==> src/rtl/bank1_slot_table_pkg.sv <==
// Shared definitions for the bank1 sequencer slot table and its AXI-Lite front ends.
// Provides widths, field-select codes, status codes and the row snapshot layout.
package bank1_slot_table_pkg;

   localparam int unsigned INDEX_WIDTH     = 3;
   localparam int unsigned NUM_SLOTS       = 1 << INDEX_WIDTH;
   localparam int unsigned SRC_ADDR_WIDTH  = 32;
   localparam int unsigned SRC_SIZE_WIDTH  = 26;
   localparam int unsigned DST_ADDR_WIDTH  = 32;
   localparam int unsigned DST_SIZE_WIDTH  = 26;
   localparam int unsigned STATUS_WIDTH    = 2;
   localparam int unsigned PROFILE_WIDTH   = 32;
   localparam int unsigned LD_MSK_WIDTH    = 8;
   localparam int unsigned ST_MSK_WIDTH    = 8;
   localparam int unsigned DATA_WIDTH      = 32;
   localparam int unsigned FIELD_SEL_WIDTH = 4;

   typedef enum logic [FIELD_SEL_WIDTH-1:0] {
      FLD_SRC_ADDR    = 4'd0,
      FLD_SRC_SIZE    = 4'd1,
      FLD_DES_ADDR    = 4'd2,
      FLD_DES_SIZE    = 4'd3,
      FLD_STATUS      = 4'd4,
      FLD_PROFILE     = 4'd5,
      FLD_LD_MASK     = 4'd6,
      FLD_ST_MASK     = 4'd7,
      FLD_ST_INTR_ABS = 4'd8
   } field_e;

   typedef enum logic [STATUS_WIDTH-1:0] {
      ST_IDLE    = 2'b00,
      ST_RUNNING = 2'b01,
      ST_DONE    = 2'b10,
      ST_ERR     = 2'b11
   } status_e;

   // One full slot row as presented to the sequencer core.
   typedef struct packed {
      logic [SRC_ADDR_WIDTH-1:0] src_addr;
      logic [SRC_SIZE_WIDTH-1:0] src_size;
      logic [DST_ADDR_WIDTH-1:0] des_addr;
      logic [DST_SIZE_WIDTH-1:0] des_size;
      logic [STATUS_WIDTH-1:0]   status;
      logic [PROFILE_WIDTH-1:0]  profile;
      logic [LD_MSK_WIDTH-1:0]   ld_mask;
      logic [ST_MSK_WIDTH-1:0]   st_mask;
      logic [ST_MSK_WIDTH-1:0]   st_intr_mask_abs;
   } slot_row_t;

endpackage

==> src/rtl/bank1_slot_table_if.sv <==
// Host write/read, sequencer read and sequencer writeback signals of the bank1 slot table.
// master = front ends / sequencer side, slave = the table.
interface bank1_slot_table_if;
   import bank1_slot_table_pkg::*;

   logic [INDEX_WIDTH-1:0]     host_index;
   logic [DATA_WIDTH-1:0]      host_src_addr;
   logic [DATA_WIDTH-1:0]      host_src_size;
   logic [DATA_WIDTH-1:0]      host_des_addr;
   logic [DATA_WIDTH-1:0]      host_des_size;
   logic [DATA_WIDTH-1:0]      host_status;
   logic [DATA_WIDTH-1:0]      host_profile;
   logic [DATA_WIDTH-1:0]      host_ld_mask;
   logic [DATA_WIDTH-1:0]      host_st_mask;
   logic [DATA_WIDTH-1:0]      host_st_intr_mask_abs;
   logic                       host_set_src_addr;
   logic                       host_set_src_size;
   logic                       host_set_des_addr;
   logic                       host_set_des_size;
   logic                       host_set_status;
   logic                       host_set_profile;
   logic                       host_set_ld_mask;
   logic                       host_set_st_mask;
   logic                       host_set_fin_st_intr_mask_abs;

   logic [INDEX_WIDTH-1:0]     host_rd_index;
   logic [FIELD_SEL_WIDTH-1:0] host_rd_field;
   logic [DATA_WIDTH-1:0]      host_rd_data;

   logic                       seq_rd_en;
   logic [INDEX_WIDTH-1:0]     seq_rd_index;
   logic                       seq_rd_valid;
   logic [SRC_ADDR_WIDTH-1:0]  seq_src_addr;
   logic [SRC_SIZE_WIDTH-1:0]  seq_src_size;
   logic [DST_ADDR_WIDTH-1:0]  seq_des_addr;
   logic [DST_SIZE_WIDTH-1:0]  seq_des_size;
   logic [STATUS_WIDTH-1:0]    seq_status;
   logic [PROFILE_WIDTH-1:0]   seq_profile;
   logic [LD_MSK_WIDTH-1:0]    seq_ld_mask;
   logic [ST_MSK_WIDTH-1:0]    seq_st_mask;
   logic [ST_MSK_WIDTH-1:0]    seq_st_intr_mask_abs;

   logic                       seq_upd_en;
   logic [INDEX_WIDTH-1:0]     seq_upd_index;
   logic [STATUS_WIDTH-1:0]    seq_upd_status;
   logic                       seq_prof_inc;
   logic [NUM_SLOTS-1:0]       slot_busy;

   modport master (
      output host_index, host_src_addr, host_src_size, host_des_addr, host_des_size,
             host_status, host_profile, host_ld_mask, host_st_mask, host_st_intr_mask_abs,
             host_set_src_addr, host_set_src_size, host_set_des_addr, host_set_des_size,
             host_set_status, host_set_profile, host_set_ld_mask, host_set_st_mask,
             host_set_fin_st_intr_mask_abs, host_rd_index, host_rd_field,
             seq_rd_en, seq_rd_index, seq_upd_en, seq_upd_index, seq_upd_status, seq_prof_inc,
      input  host_rd_data, seq_rd_valid, seq_src_addr, seq_src_size, seq_des_addr,
             seq_des_size, seq_status, seq_profile, seq_ld_mask, seq_st_mask,
             seq_st_intr_mask_abs, slot_busy
   );

   modport slave (
      input  host_index, host_src_addr, host_src_size, host_des_addr, host_des_size,
             host_status, host_profile, host_ld_mask, host_st_mask, host_st_intr_mask_abs,
             host_set_src_addr, host_set_src_size, host_set_des_addr, host_set_des_size,
             host_set_status, host_set_profile, host_set_ld_mask, host_set_st_mask,
             host_set_fin_st_intr_mask_abs, host_rd_index, host_rd_field,
             seq_rd_en, seq_rd_index, seq_upd_en, seq_upd_index, seq_upd_status, seq_prof_inc,
      output host_rd_data, seq_rd_valid, seq_src_addr, seq_src_size, seq_des_addr,
             seq_des_size, seq_status, seq_profile, seq_ld_mask, seq_st_mask,
             seq_st_intr_mask_abs, slot_busy
   );

endinterface

==> src/rtl/bank1_slot_table.sv <==
// Bank1 sequencer slot table: per-slot descriptor flops with host write/read ports,
// a registered sequencer row read, status writeback and a saturating profile counter.
module bank1_slot_table
   import bank1_slot_table_pkg::*;
(
   input logic               clk,
   input logic               reset,
   bank1_slot_table_if.slave bus
);

   logic [SRC_ADDR_WIDTH-1:0] src_addr_q  [NUM_SLOTS];
   logic [SRC_SIZE_WIDTH-1:0] src_size_q  [NUM_SLOTS];
   logic [DST_ADDR_WIDTH-1:0] des_addr_q  [NUM_SLOTS];
   logic [DST_SIZE_WIDTH-1:0] des_size_q  [NUM_SLOTS];
   logic [STATUS_WIDTH-1:0]   status_q    [NUM_SLOTS];
   logic [PROFILE_WIDTH-1:0]  profile_q   [NUM_SLOTS];
   logic [LD_MSK_WIDTH-1:0]   ld_mask_q   [NUM_SLOTS];
   logic [ST_MSK_WIDTH-1:0]   st_mask_q   [NUM_SLOTS];
   logic [ST_MSK_WIDTH-1:0]   st_intr_q   [NUM_SLOTS];

   slot_row_t            rd_row_c;
   slot_row_t            snap_q;
   logic                 rd_valid_q;
   logic [DATA_WIDTH-1:0] host_rd_data_c;
   logic [NUM_SLOTS-1:0]  busy_c;

   always_ff @(posedge clk or negedge reset) begin
      if (!reset) begin
         for (int unsigned i = 0; i < NUM_SLOTS; i++) src_addr_q[i] <= '0;
      end else if (bus.host_set_src_addr) begin
         src_addr_q[bus.host_index] <= bus.host_src_addr[SRC_ADDR_WIDTH-1:0];
      end
   end

   always_ff @(posedge clk or negedge reset) begin
      if (!reset) begin
         for (int unsigned i = 0; i < NUM_SLOTS; i++) src_size_q[i] <= '0;
      end else if (bus.host_set_src_size) begin
         src_size_q[bus.host_index] <= bus.host_src_size[SRC_SIZE_WIDTH-1:0];
      end
   end

   always_ff @(posedge clk or negedge reset) begin
      if (!reset) begin
         for (int unsigned i = 0; i < NUM_SLOTS; i++) des_addr_q[i] <= '0;
      end else if (bus.host_set_des_addr) begin
         des_addr_q[bus.host_index] <= bus.host_des_addr[DST_ADDR_WIDTH-1:0];
      end
   end

   always_ff @(posedge clk or negedge reset) begin
      if (!reset) begin
         for (int unsigned i = 0; i < NUM_SLOTS; i++) des_size_q[i] <= '0;
      end else if (bus.host_set_des_size) begin
         des_size_q[bus.host_index] <= bus.host_des_size[DST_SIZE_WIDTH-1:0];
      end
   end

   // Host write is assigned last so it wins a same-slot collision with writeback.
   always_ff @(posedge clk or negedge reset) begin
      if (!reset) begin
         for (int unsigned i = 0; i < NUM_SLOTS; i++) status_q[i] <= '0;
      end else begin
         if (bus.seq_upd_en) status_q[bus.seq_upd_index] <= bus.seq_upd_status;
         if (bus.host_set_status) status_q[bus.host_index] <= bus.host_status[STATUS_WIDTH-1:0];
      end
   end

   // Saturating increment; a same-slot host write overrides and drops the increment.
   always_ff @(posedge clk or negedge reset) begin
      if (!reset) begin
         for (int unsigned i = 0; i < NUM_SLOTS; i++) profile_q[i] <= '0;
      end else begin
         if (bus.seq_prof_inc && (profile_q[bus.seq_upd_index] != '1)) begin
            profile_q[bus.seq_upd_index] <= profile_q[bus.seq_upd_index] + PROFILE_WIDTH'(1);
         end
         if (bus.host_set_profile) profile_q[bus.host_index] <= bus.host_profile[PROFILE_WIDTH-1:0];
      end
   end

   always_ff @(posedge clk or negedge reset) begin
      if (!reset) begin
         for (int unsigned i = 0; i < NUM_SLOTS; i++) ld_mask_q[i] <= '0;
      end else if (bus.host_set_ld_mask) begin
         ld_mask_q[bus.host_index] <= bus.host_ld_mask[LD_MSK_WIDTH-1:0];
      end
   end

   always_ff @(posedge clk or negedge reset) begin
      if (!reset) begin
         for (int unsigned i = 0; i < NUM_SLOTS; i++) st_mask_q[i] <= '0;
      end else if (bus.host_set_st_mask) begin
         st_mask_q[bus.host_index] <= bus.host_st_mask[ST_MSK_WIDTH-1:0];
      end
   end

   always_ff @(posedge clk or negedge reset) begin
      if (!reset) begin
         for (int unsigned i = 0; i < NUM_SLOTS; i++) st_intr_q[i] <= '0;
      end else if (bus.host_set_fin_st_intr_mask_abs) begin
         st_intr_q[bus.host_index] <= bus.host_st_intr_mask_abs[ST_MSK_WIDTH-1:0];
      end
   end

   always_comb begin
      rd_row_c = '{
         src_addr:         src_addr_q[bus.seq_rd_index],
         src_size:         src_size_q[bus.seq_rd_index],
         des_addr:         des_addr_q[bus.seq_rd_index],
         des_size:         des_size_q[bus.seq_rd_index],
         status:           status_q[bus.seq_rd_index],
         profile:          profile_q[bus.seq_rd_index],
         ld_mask:          ld_mask_q[bus.seq_rd_index],
         st_mask:          st_mask_q[bus.seq_rd_index],
         st_intr_mask_abs: st_intr_q[bus.seq_rd_index]
      };
   end

   // Snapshot samples pre-edge contents, so same-edge host writes show up on the next read.
   always_ff @(posedge clk or negedge reset) begin
      if (!reset) begin
         snap_q     <= '0;
         rd_valid_q <= 1'b0;
      end else begin
         rd_valid_q <= bus.seq_rd_en;
         if (bus.seq_rd_en) snap_q <= rd_row_c;
      end
   end

   always_comb begin
      host_rd_data_c = '0;
      case (bus.host_rd_field)
         FLD_SRC_ADDR:    host_rd_data_c = DATA_WIDTH'(src_addr_q[bus.host_rd_index]);
         FLD_SRC_SIZE:    host_rd_data_c = DATA_WIDTH'(src_size_q[bus.host_rd_index]);
         FLD_DES_ADDR:    host_rd_data_c = DATA_WIDTH'(des_addr_q[bus.host_rd_index]);
         FLD_DES_SIZE:    host_rd_data_c = DATA_WIDTH'(des_size_q[bus.host_rd_index]);
         FLD_STATUS:      host_rd_data_c = DATA_WIDTH'(status_q[bus.host_rd_index]);
         FLD_PROFILE:     host_rd_data_c = DATA_WIDTH'(profile_q[bus.host_rd_index]);
         FLD_LD_MASK:     host_rd_data_c = DATA_WIDTH'(ld_mask_q[bus.host_rd_index]);
         FLD_ST_MASK:     host_rd_data_c = DATA_WIDTH'(st_mask_q[bus.host_rd_index]);
         FLD_ST_INTR_ABS: host_rd_data_c = DATA_WIDTH'(st_intr_q[bus.host_rd_index]);
         default:         host_rd_data_c = '0;
      endcase
   end

   // Busy flags are a direct decode of the status flops.
   always_comb begin
      busy_c = '0;
      for (int unsigned i = 0; i < NUM_SLOTS; i++) busy_c[i] = (status_q[i] == ST_RUNNING);
   end

   assign bus.host_rd_data         = host_rd_data_c;
   assign bus.slot_busy            = busy_c;
   assign bus.seq_rd_valid         = rd_valid_q;
   assign bus.seq_src_addr         = snap_q.src_addr;
   assign bus.seq_src_size         = snap_q.src_size;
   assign bus.seq_des_addr         = snap_q.des_addr;
   assign bus.seq_des_size         = snap_q.des_size;
   assign bus.seq_status           = snap_q.status;
   assign bus.seq_profile          = snap_q.profile;
   assign bus.seq_ld_mask          = snap_q.ld_mask;
   assign bus.seq_st_mask          = snap_q.st_mask;
   assign bus.seq_st_intr_mask_abs = snap_q.st_intr_mask_abs;

endmodule
==> src/flat_wrapper.sv <==
// flat-port wrapper written by rule: the top's interface ports become plain ports
module bank1_slot_table_flat import bank1_slot_table_pkg::*;
  (clk, reset, bus_host_index, bus_host_src_addr, bus_host_src_size, bus_host_des_addr, bus_host_des_size, bus_host_status, bus_host_profile, bus_host_ld_mask, bus_host_st_mask, bus_host_st_intr_mask_abs, bus_host_set_src_addr, bus_host_set_src_size, bus_host_set_des_addr, bus_host_set_des_size, bus_host_set_status, bus_host_set_profile, bus_host_set_ld_mask, bus_host_set_st_mask, bus_host_set_fin_st_intr_mask_abs, bus_host_rd_index, bus_host_rd_field, bus_seq_rd_en, bus_seq_rd_index, bus_seq_upd_en, bus_seq_upd_index, bus_seq_upd_status, bus_seq_prof_inc, bus_host_rd_data, bus_seq_rd_valid, bus_seq_src_addr, bus_seq_src_size, bus_seq_des_addr, bus_seq_des_size, bus_seq_status, bus_seq_profile, bus_seq_ld_mask, bus_seq_st_mask, bus_seq_st_intr_mask_abs, bus_slot_busy);
  bank1_slot_table_if bus_i ();
  input logic clk;
  input logic reset;
  input wire logic [$bits(bus_i.host_index)-1:0] bus_host_index;
  input wire logic [$bits(bus_i.host_src_addr)-1:0] bus_host_src_addr;
  input wire logic [$bits(bus_i.host_src_size)-1:0] bus_host_src_size;
  input wire logic [$bits(bus_i.host_des_addr)-1:0] bus_host_des_addr;
  input wire logic [$bits(bus_i.host_des_size)-1:0] bus_host_des_size;
  input wire logic [$bits(bus_i.host_status)-1:0] bus_host_status;
  input wire logic [$bits(bus_i.host_profile)-1:0] bus_host_profile;
  input wire logic [$bits(bus_i.host_ld_mask)-1:0] bus_host_ld_mask;
  input wire logic [$bits(bus_i.host_st_mask)-1:0] bus_host_st_mask;
  input wire logic [$bits(bus_i.host_st_intr_mask_abs)-1:0] bus_host_st_intr_mask_abs;
  input wire logic [$bits(bus_i.host_set_src_addr)-1:0] bus_host_set_src_addr;
  input wire logic [$bits(bus_i.host_set_src_size)-1:0] bus_host_set_src_size;
  input wire logic [$bits(bus_i.host_set_des_addr)-1:0] bus_host_set_des_addr;
  input wire logic [$bits(bus_i.host_set_des_size)-1:0] bus_host_set_des_size;
  input wire logic [$bits(bus_i.host_set_status)-1:0] bus_host_set_status;
  input wire logic [$bits(bus_i.host_set_profile)-1:0] bus_host_set_profile;
  input wire logic [$bits(bus_i.host_set_ld_mask)-1:0] bus_host_set_ld_mask;
  input wire logic [$bits(bus_i.host_set_st_mask)-1:0] bus_host_set_st_mask;
  input wire logic [$bits(bus_i.host_set_fin_st_intr_mask_abs)-1:0] bus_host_set_fin_st_intr_mask_abs;
  input wire logic [$bits(bus_i.host_rd_index)-1:0] bus_host_rd_index;
  input wire logic [$bits(bus_i.host_rd_field)-1:0] bus_host_rd_field;
  input wire logic [$bits(bus_i.seq_rd_en)-1:0] bus_seq_rd_en;
  input wire logic [$bits(bus_i.seq_rd_index)-1:0] bus_seq_rd_index;
  input wire logic [$bits(bus_i.seq_upd_en)-1:0] bus_seq_upd_en;
  input wire logic [$bits(bus_i.seq_upd_index)-1:0] bus_seq_upd_index;
  input wire logic [$bits(bus_i.seq_upd_status)-1:0] bus_seq_upd_status;
  input wire logic [$bits(bus_i.seq_prof_inc)-1:0] bus_seq_prof_inc;
  output wire logic [$bits(bus_i.host_rd_data)-1:0] bus_host_rd_data;
  output wire logic [$bits(bus_i.seq_rd_valid)-1:0] bus_seq_rd_valid;
  output wire logic [$bits(bus_i.seq_src_addr)-1:0] bus_seq_src_addr;
  output wire logic [$bits(bus_i.seq_src_size)-1:0] bus_seq_src_size;
  output wire logic [$bits(bus_i.seq_des_addr)-1:0] bus_seq_des_addr;
  output wire logic [$bits(bus_i.seq_des_size)-1:0] bus_seq_des_size;
  output wire logic [$bits(bus_i.seq_status)-1:0] bus_seq_status;
  output wire logic [$bits(bus_i.seq_profile)-1:0] bus_seq_profile;
  output wire logic [$bits(bus_i.seq_ld_mask)-1:0] bus_seq_ld_mask;
  output wire logic [$bits(bus_i.seq_st_mask)-1:0] bus_seq_st_mask;
  output wire logic [$bits(bus_i.seq_st_intr_mask_abs)-1:0] bus_seq_st_intr_mask_abs;
  output wire logic [$bits(bus_i.slot_busy)-1:0] bus_slot_busy;
  assign bus_i.host_index = bus_host_index;
  assign bus_i.host_src_addr = bus_host_src_addr;
  assign bus_i.host_src_size = bus_host_src_size;
  assign bus_i.host_des_addr = bus_host_des_addr;
  assign bus_i.host_des_size = bus_host_des_size;
  assign bus_i.host_status = bus_host_status;
  assign bus_i.host_profile = bus_host_profile;
  assign bus_i.host_ld_mask = bus_host_ld_mask;
  assign bus_i.host_st_mask = bus_host_st_mask;
  assign bus_i.host_st_intr_mask_abs = bus_host_st_intr_mask_abs;
  assign bus_i.host_set_src_addr = bus_host_set_src_addr;
  assign bus_i.host_set_src_size = bus_host_set_src_size;
  assign bus_i.host_set_des_addr = bus_host_set_des_addr;
  assign bus_i.host_set_des_size = bus_host_set_des_size;
  assign bus_i.host_set_status = bus_host_set_status;
  assign bus_i.host_set_profile = bus_host_set_profile;
  assign bus_i.host_set_ld_mask = bus_host_set_ld_mask;
  assign bus_i.host_set_st_mask = bus_host_set_st_mask;
  assign bus_i.host_set_fin_st_intr_mask_abs = bus_host_set_fin_st_intr_mask_abs;
  assign bus_i.host_rd_index = bus_host_rd_index;
  assign bus_i.host_rd_field = bus_host_rd_field;
  assign bus_i.seq_rd_en = bus_seq_rd_en;
  assign bus_i.seq_rd_index = bus_seq_rd_index;
  assign bus_i.seq_upd_en = bus_seq_upd_en;
  assign bus_i.seq_upd_index = bus_seq_upd_index;
  assign bus_i.seq_upd_status = bus_seq_upd_status;
  assign bus_i.seq_prof_inc = bus_seq_prof_inc;
  assign bus_host_rd_data = bus_i.host_rd_data;
  assign bus_seq_rd_valid = bus_i.seq_rd_valid;
  assign bus_seq_src_addr = bus_i.seq_src_addr;
  assign bus_seq_src_size = bus_i.seq_src_size;
  assign bus_seq_des_addr = bus_i.seq_des_addr;
  assign bus_seq_des_size = bus_i.seq_des_size;
  assign bus_seq_status = bus_i.seq_status;
  assign bus_seq_profile = bus_i.seq_profile;
  assign bus_seq_ld_mask = bus_i.seq_ld_mask;
  assign bus_seq_st_mask = bus_i.seq_st_mask;
  assign bus_seq_st_intr_mask_abs = bus_i.seq_st_intr_mask_abs;
  assign bus_slot_busy = bus_i.slot_busy;
  bank1_slot_table u_core (.clk(clk), .reset(reset), .bus(bus_i));
endmodule
==> config.mk <==
export PLATFORM = sky130hd
export DESIGN_NAME = bank1_slot_table_flat
export DESIGN_NICKNAME = d
export VERILOG_FILES = /design/src/rtl/bank1_slot_table_pkg.sv /design/src/rtl/bank1_slot_table_if.sv /design/src/rtl/bank1_slot_table.sv /design/src/flat_wrapper.sv
export SDC_FILE = /design/constraint.sdc
export NUM_CORES = 2
export LEC_CHECK = 0
export ABC_AREA = 1
export CELL_PAD_IN_SITES_DETAIL_PLACEMENT = 1
export CELL_PAD_IN_SITES_GLOBAL_PLACEMENT = 1
export CORE_MARGIN = 3
export CORE_UTILIZATION = 48
export DETAILED_ROUTE_END_ITERATION = 10
export GPL_TIMING_DRIVEN = 1
export PLACE_DENSITY = 0.95
export SLEW_MARGIN = 30
export SYNTH_ARGS = -nofsm -noshare
export SYNTH_HDL_FRONTEND = slang
export SYNTH_SLANG_ARGS = --single-unit
==> constraint.sdc <==
create_clock -name clk -period 5.6 [get_ports clk]
set_input_delay 1.12 -clock clk [delete_from_list [all_inputs] [get_ports clk]]
set_output_delay 1.12 -clock clk [all_outputs]
set_load 0.02 [all_outputs]
==> flow_summary_export.csv, run 1 <==
group,metric,value,unit
clocking,clkSinkCount,1567,
die,die_x,437,µm
yosys,netlist.area_leader.share,44.1,%
grt,gr-usage-all-layers,70.4,%
clocking,clockBufferDepth,3,
clocking,htree_levels,4,
run_status,status,"did not finish",
sta,endpoint_type,"output port",
placed_design,port_buffers,420,
clocking,cts-root-buf,"clkbuf_16",
yosys,synth_area_leaders,"dfrtp_1 44%, o21ai_0 14%, nand2_1 13%, a21oi_1 5.2%, inv_1 5.1%",
yosys,synth_common_cells,"2994 x nand2_1, 2512 x o21ai_0, 1567 x dfrtp_1, 1220 x inv_1, 928 x a21oi_1",
yosys,async_reset_ff_share,100,%
die,pin_count,535,
yosys,synth_most_common_cell,"nand2_1",
clocking,post_cts_buffers,0,
yosys,yosys.area.top_type,"dfrtp_1",
yosys,syn-num-nets,12700,
grt,grt_max_degree,176,
run_status,haltStage,"global routing (5_1_grt)",
run_status,error_line,"[ERROR GRT-0232] Routing congestion too high. Check the congestion heatmap in the GUI.",
yosys,ys_warn_count,0,
yosys,synth_edf_count,0,
yosys,synth-seq-cells,1567,
yosys,synthFlopType,"dfrtp_1",
die,dieHeight,437,µm
die,start_util,48.5,%
yosys,syn-instance-count,12400,
sta,crit_endpoint,"bus_host_rd_data[19]",
clocking,cts_buffers,175,
yosys,synth.distinct_cells,46,
yosys,syn_avg_cell_area,7.16,µm²
grt,grt_overflow,208,
placed_design,dp.final_hpwl,253,mm
placed_design,place.gp.congestion,0.983,
die,num_rows,157,
grt,antenna_found_initial,134,
yosys,yosysSeqAreaShare,44.1,%
yosys,synth_area,89000,µm²
## metrics by stage
stage                     util (%)  cells  hold slack [ns]  setup slack, ns  cell area [µm²]
after CTS                     55.4  15000            0.290           0.0645           102000
after detailed placement      52.1  14600            0.473          -0.0359            95700
after global placement        52.1  14600            0.465           0.0147            95700
after floorplan                  -  12400            0.453             1.40            89000
## metal layers
| metal | track usage [%] | overflow |
|---|---|---|
| met5 | 50.2 | 2 |
| met3 | 62.1 | 15 |
| met4 | 62.3 | 75 |
| met2 | 83.8 | 103 |
| met1 | 69.3 | 13 |
## timing repair
item                                    CTS
cloned                                    0
pin swaps                                 0
resized for setup                         2
endpoints found under the setup margin    2
hold buffers                              0
## logic make-up after synthesis
family	share of synthesized area, %
mux	1.05
fa+ha+maj	0.0141
buf+inv	9.77
flops	44.1
compound gates	24.3
xor+xnor	0.0478
simple gates	20.8
==> run 2: changes to the inputs <==
--- a/config.mk
+++ b/config.mk
@@ -6,13 +6,11 @@
 export NUM_CORES = 2
 export LEC_CHECK = 0
 export ABC_AREA = 1
-export CELL_PAD_IN_SITES_DETAIL_PLACEMENT = 1
-export CELL_PAD_IN_SITES_GLOBAL_PLACEMENT = 1
 export CORE_MARGIN = 3
-export CORE_UTILIZATION = 48
+export CORE_UTILIZATION = 40
 export DETAILED_ROUTE_END_ITERATION = 10
 export GPL_TIMING_DRIVEN = 1
-export PLACE_DENSITY = 0.95
+export PLACE_DENSITY_LB_ADDON = 0.15
 export SLEW_MARGIN = 30
 export SYNTH_ARGS = -nofsm -noshare
 export SYNTH_HDL_FRONTEND = slang
==> run 2 against run 1 <==
The flow now finishes without violations. Area after synthesis unchanged. Synthesized cell count unchanged.
==> flow_summary_export.csv, run 2 <==
group,metric,value,unit
setup_path,slowest_delay,0.67,ns
sta,report.final.hold_viol_count,0,
setup_path,r2r-end,"u_core.profile_q[13]",
yosys,netlist.area_leader.share,44.1,%
grt,grt_overflow,0,
cells_and_area,fillCellCount,21900,
yosys,syn-instance-count,12400,
setup_path,critPathMaxFanout,26,
sta,maxSlewHeadroom,26.2,%
sta,period_needed,5.49,ns
worst_hold_path,hold_path.class,"in2async",
sta,fin_tns_setup,0,ns
clocking,clkSinkCount,1567,
cells_and_area,largest_registers,"u_core.des_addr_q x256, u_core.profile_q x256, u_core.src_addr_q x256",
clocking,cts_resized,0,
setup_path,endpoint_kind,"primary output",
yosys,ys_warn_count,0,
placed_design,port_buffers,420,
yosys,async_reset_ff_share,100,%
power,total_power,35.8,mW
yosys,synth_edf_count,0,
yosys,synthFlopType,"dfrtp_1",
yosys,syn_avg_cell_area,7.16,µm²
yosys,synth-seq-cells,1567,
sta,grt_setup_unrepaired,"false",
die,num_rows,172,
sta,setup_viol,0,
die,pin_count,535,
die,core_area,221000,µm²
yosys,synth_area,89000,µm²
setup_path,crit_type,"in2out",
setup_path,crit_path_cell_trace,"clkdlybuf4s50_1 > nor2_1 > inv_1 > nor3_2 > buf_12 > o211ai_1 > buf_4 > nand2_1 > a31oi_1 > nand3_1 > clkdlybuf4s50_1",
die,dieHeight,478,µm
cells_and_area,layout_common_cells,"2960 x nand2_1, 2512 x o21ai_0, 1567 x dfrtp_1",
yosys,syn-num-nets,12700,
sta,final.period_utilization,98.0,%
cells_and_area,drive_gt1_share,5.81,%
detailed_routing,vias,89800,
grt,antenna_found_initial,28,
sta,finalMaxSlewViolations,0,
power,power.density,348,nW/µm²
setup_path,r2r_slack,2.37,ns
setup_path,required,4.48,ns
detailed_routing,routed_wl,366,mm
clocking,cts_buffers,184,
setup_path,crit_slowest_cell,"clkdlybuf4s50_1",
setup_path,r2r_start,"u_core.profile_q[96]",
die,die_x,478,µm
clocking,cts_tree,"built",
run_status,status,"finished, final reports clean",
setup_path,reg2reg_depth,17,
clocking,htree_levels,4,
sta,skew,0.0378,ns
setup_path,critPathLaunchType,"input port",
detailed_routing,via_per_inst,5.80,
placed_design,place.gp.congestion,0.954,
clocking,cts-root-buf,"clkbuf_16",
detailed_routing,ant_nets,0,
cells_and_area,instances_no_fill,15500,
clocking,post_cts_buffers,0,
detailed_routing,drt-pass1-iter-count,7,
job,cap_violations,0,
yosys,synth_most_common_cell,"nand2_1",
yosys,synth_area_leaders,"dfrtp_1 44%, o21ai_0 14%, nand2_1 13%, a21oi_1 5.2%, inv_1 5.1%",
cells_and_area,final_common_cell,"nand2_1",
sta,layout_setup_ws,0.113,ns
yosys,synth.distinct_cells,46,
detailed_routing,wire_per_inst,23.6,µm
grt,grt_max_degree,186,
yosys,yosys.area.top_type,"dfrtp_1",
detailed_routing,drc_errors,0,
grt,gr-usage-all-layers,31.0,%
clocking,clockBufferDepth,3,
placed_design,post-place-ws,0.128,ns
cells_and_area,area_delta_synth_final,15.3,%
die,dieArea,228000,µm²
die,start_util,40.4,%
yosys,yosysSeqAreaShare,44.1,%
placed_design,post-place-cells,15100,
cells_and_area,fin_nets,12700,
clocking,clock_latency,0.86,ns
detailed_routing,drtIter0Drc,12200,
placed_design,dp.final_hpwl,235,mm
clocking,clkTransAtPathRegs,0.06,ns
power,ir_drop,264,µV
sta,tightest_slew,1.11,ns
grt,grt_pass1_wl,541,mm
setup_path,arrival,4.37,ns
sta,clock.fmax,0.182,GHz
setup_path,critPathMostFrequentCell,"clkdlybuf4s50_1",
clocking,cts_hold_buf,0,
yosys,synth_common_cells,"2994 x nand2_1, 2512 x o21ai_0, 1567 x dfrtp_1, 1220 x inv_1, 928 x a21oi_1",
power,leakage,48.4,nW
grt,grt_pass1_vias,82600,
==> run 2: area by class of cell <==
cell class	instances	area, µm²	share of cell area, %
well taps	2958	3700	3.61
multi-input cells	8647	41300	40.2
diodes	14	35.0	0.0341
flip-flops and latches	1567	39200	38.2
inverters	1237	4670	4.55
clock buffers	274	5440	5.30
clock inverters	53	776	0.756
repair buffers	731	7510	7.32
==> run 2: worst max path at each step <==
stage / slack [ns] / from / to / cells after the start
2_1_floorplan: 1.40 / bus_host_rd_index[0] / bus_host_rd_data[8] / 7
3_3_place_gp: 0.002 / bus_host_rd_field[2] / bus_host_rd_data[18] / 10
3_5_place_dp: 0.13 / bus_host_rd_field[2] / bus_host_rd_data[18] / 10
4_1_cts: 0.11 / bus_host_rd_field[2] / bus_host_rd_data[18] / 10
5_1_grt: 0.05 / bus_host_rd_index[0] / bus_host_rd_data[2] / 12
6_report: 0.11 / bus_host_rd_field[3] / bus_host_rd_data[12] / 11
==> run 2: cell families (layout without fill, tap and decap cells) <==
| family | Yosys count | count (layout) | share of synthesized area [%] |
|---|---|---|---|
| buf+inv | 2213 | 2295 | 9.77 |
| compound gates | 4009 | 4009 | 24.3 |
| simple gates | 4540 | 4540 | 20.8 |
| xor+xnor | 4 | 4 | 0.0478 |
| other cells | 0 | 14 | 0 |
| mux | 93 | 93 | 1.05 |
| fa+ha+maj | 1 | 1 | 0.0141 |
| flops | 1567 | 1567 | 44.1 |
==> run 2: routing by layer <==
layer,vias to the layer above,track usage [%],routed length (µm)
met1,43100,42.8,154000
met5,-,0,135
li1,41200,-,-
met4,20,17.0,21900
met3,862,6.77,35000
met2,4610,45.3,154000
==> run 2: through the flow <==
| step | utilization [%] | cell area [µm²] | hold WS (ns) |
|---|---|---|---|
| after global routing | 46.5 | 103000 | 0.354 |
| after floorplan | - | 89000 | 0.453 |
| after CTS | 46.5 | 103000 | 0.316 |
| final | 46.5 | 103000 | 0.325 |
| after global placement | 43.7 | 96300 | 0.465 |
| after detailed placement | 43.7 | 96400 | 0.472 |
==> run 2: critical path: cells and delay by family <==
kind            cells  cell delay [ns]
buf+inv             5             1.91
compound gates      2             0.68
simple gates        4             0.64
==> run 2: report_power, final <==
group | total, mW | switching (mW) | internal [mW]
logic | 8.16 | 5.27 | 2.89
registers | 15.1 | 1.56 | 13.5
clock network | 12.5 | 5.25 | 7.25
total | 35.8 | 12.1 | 23.7
Power figures use the tool's default switching activity.
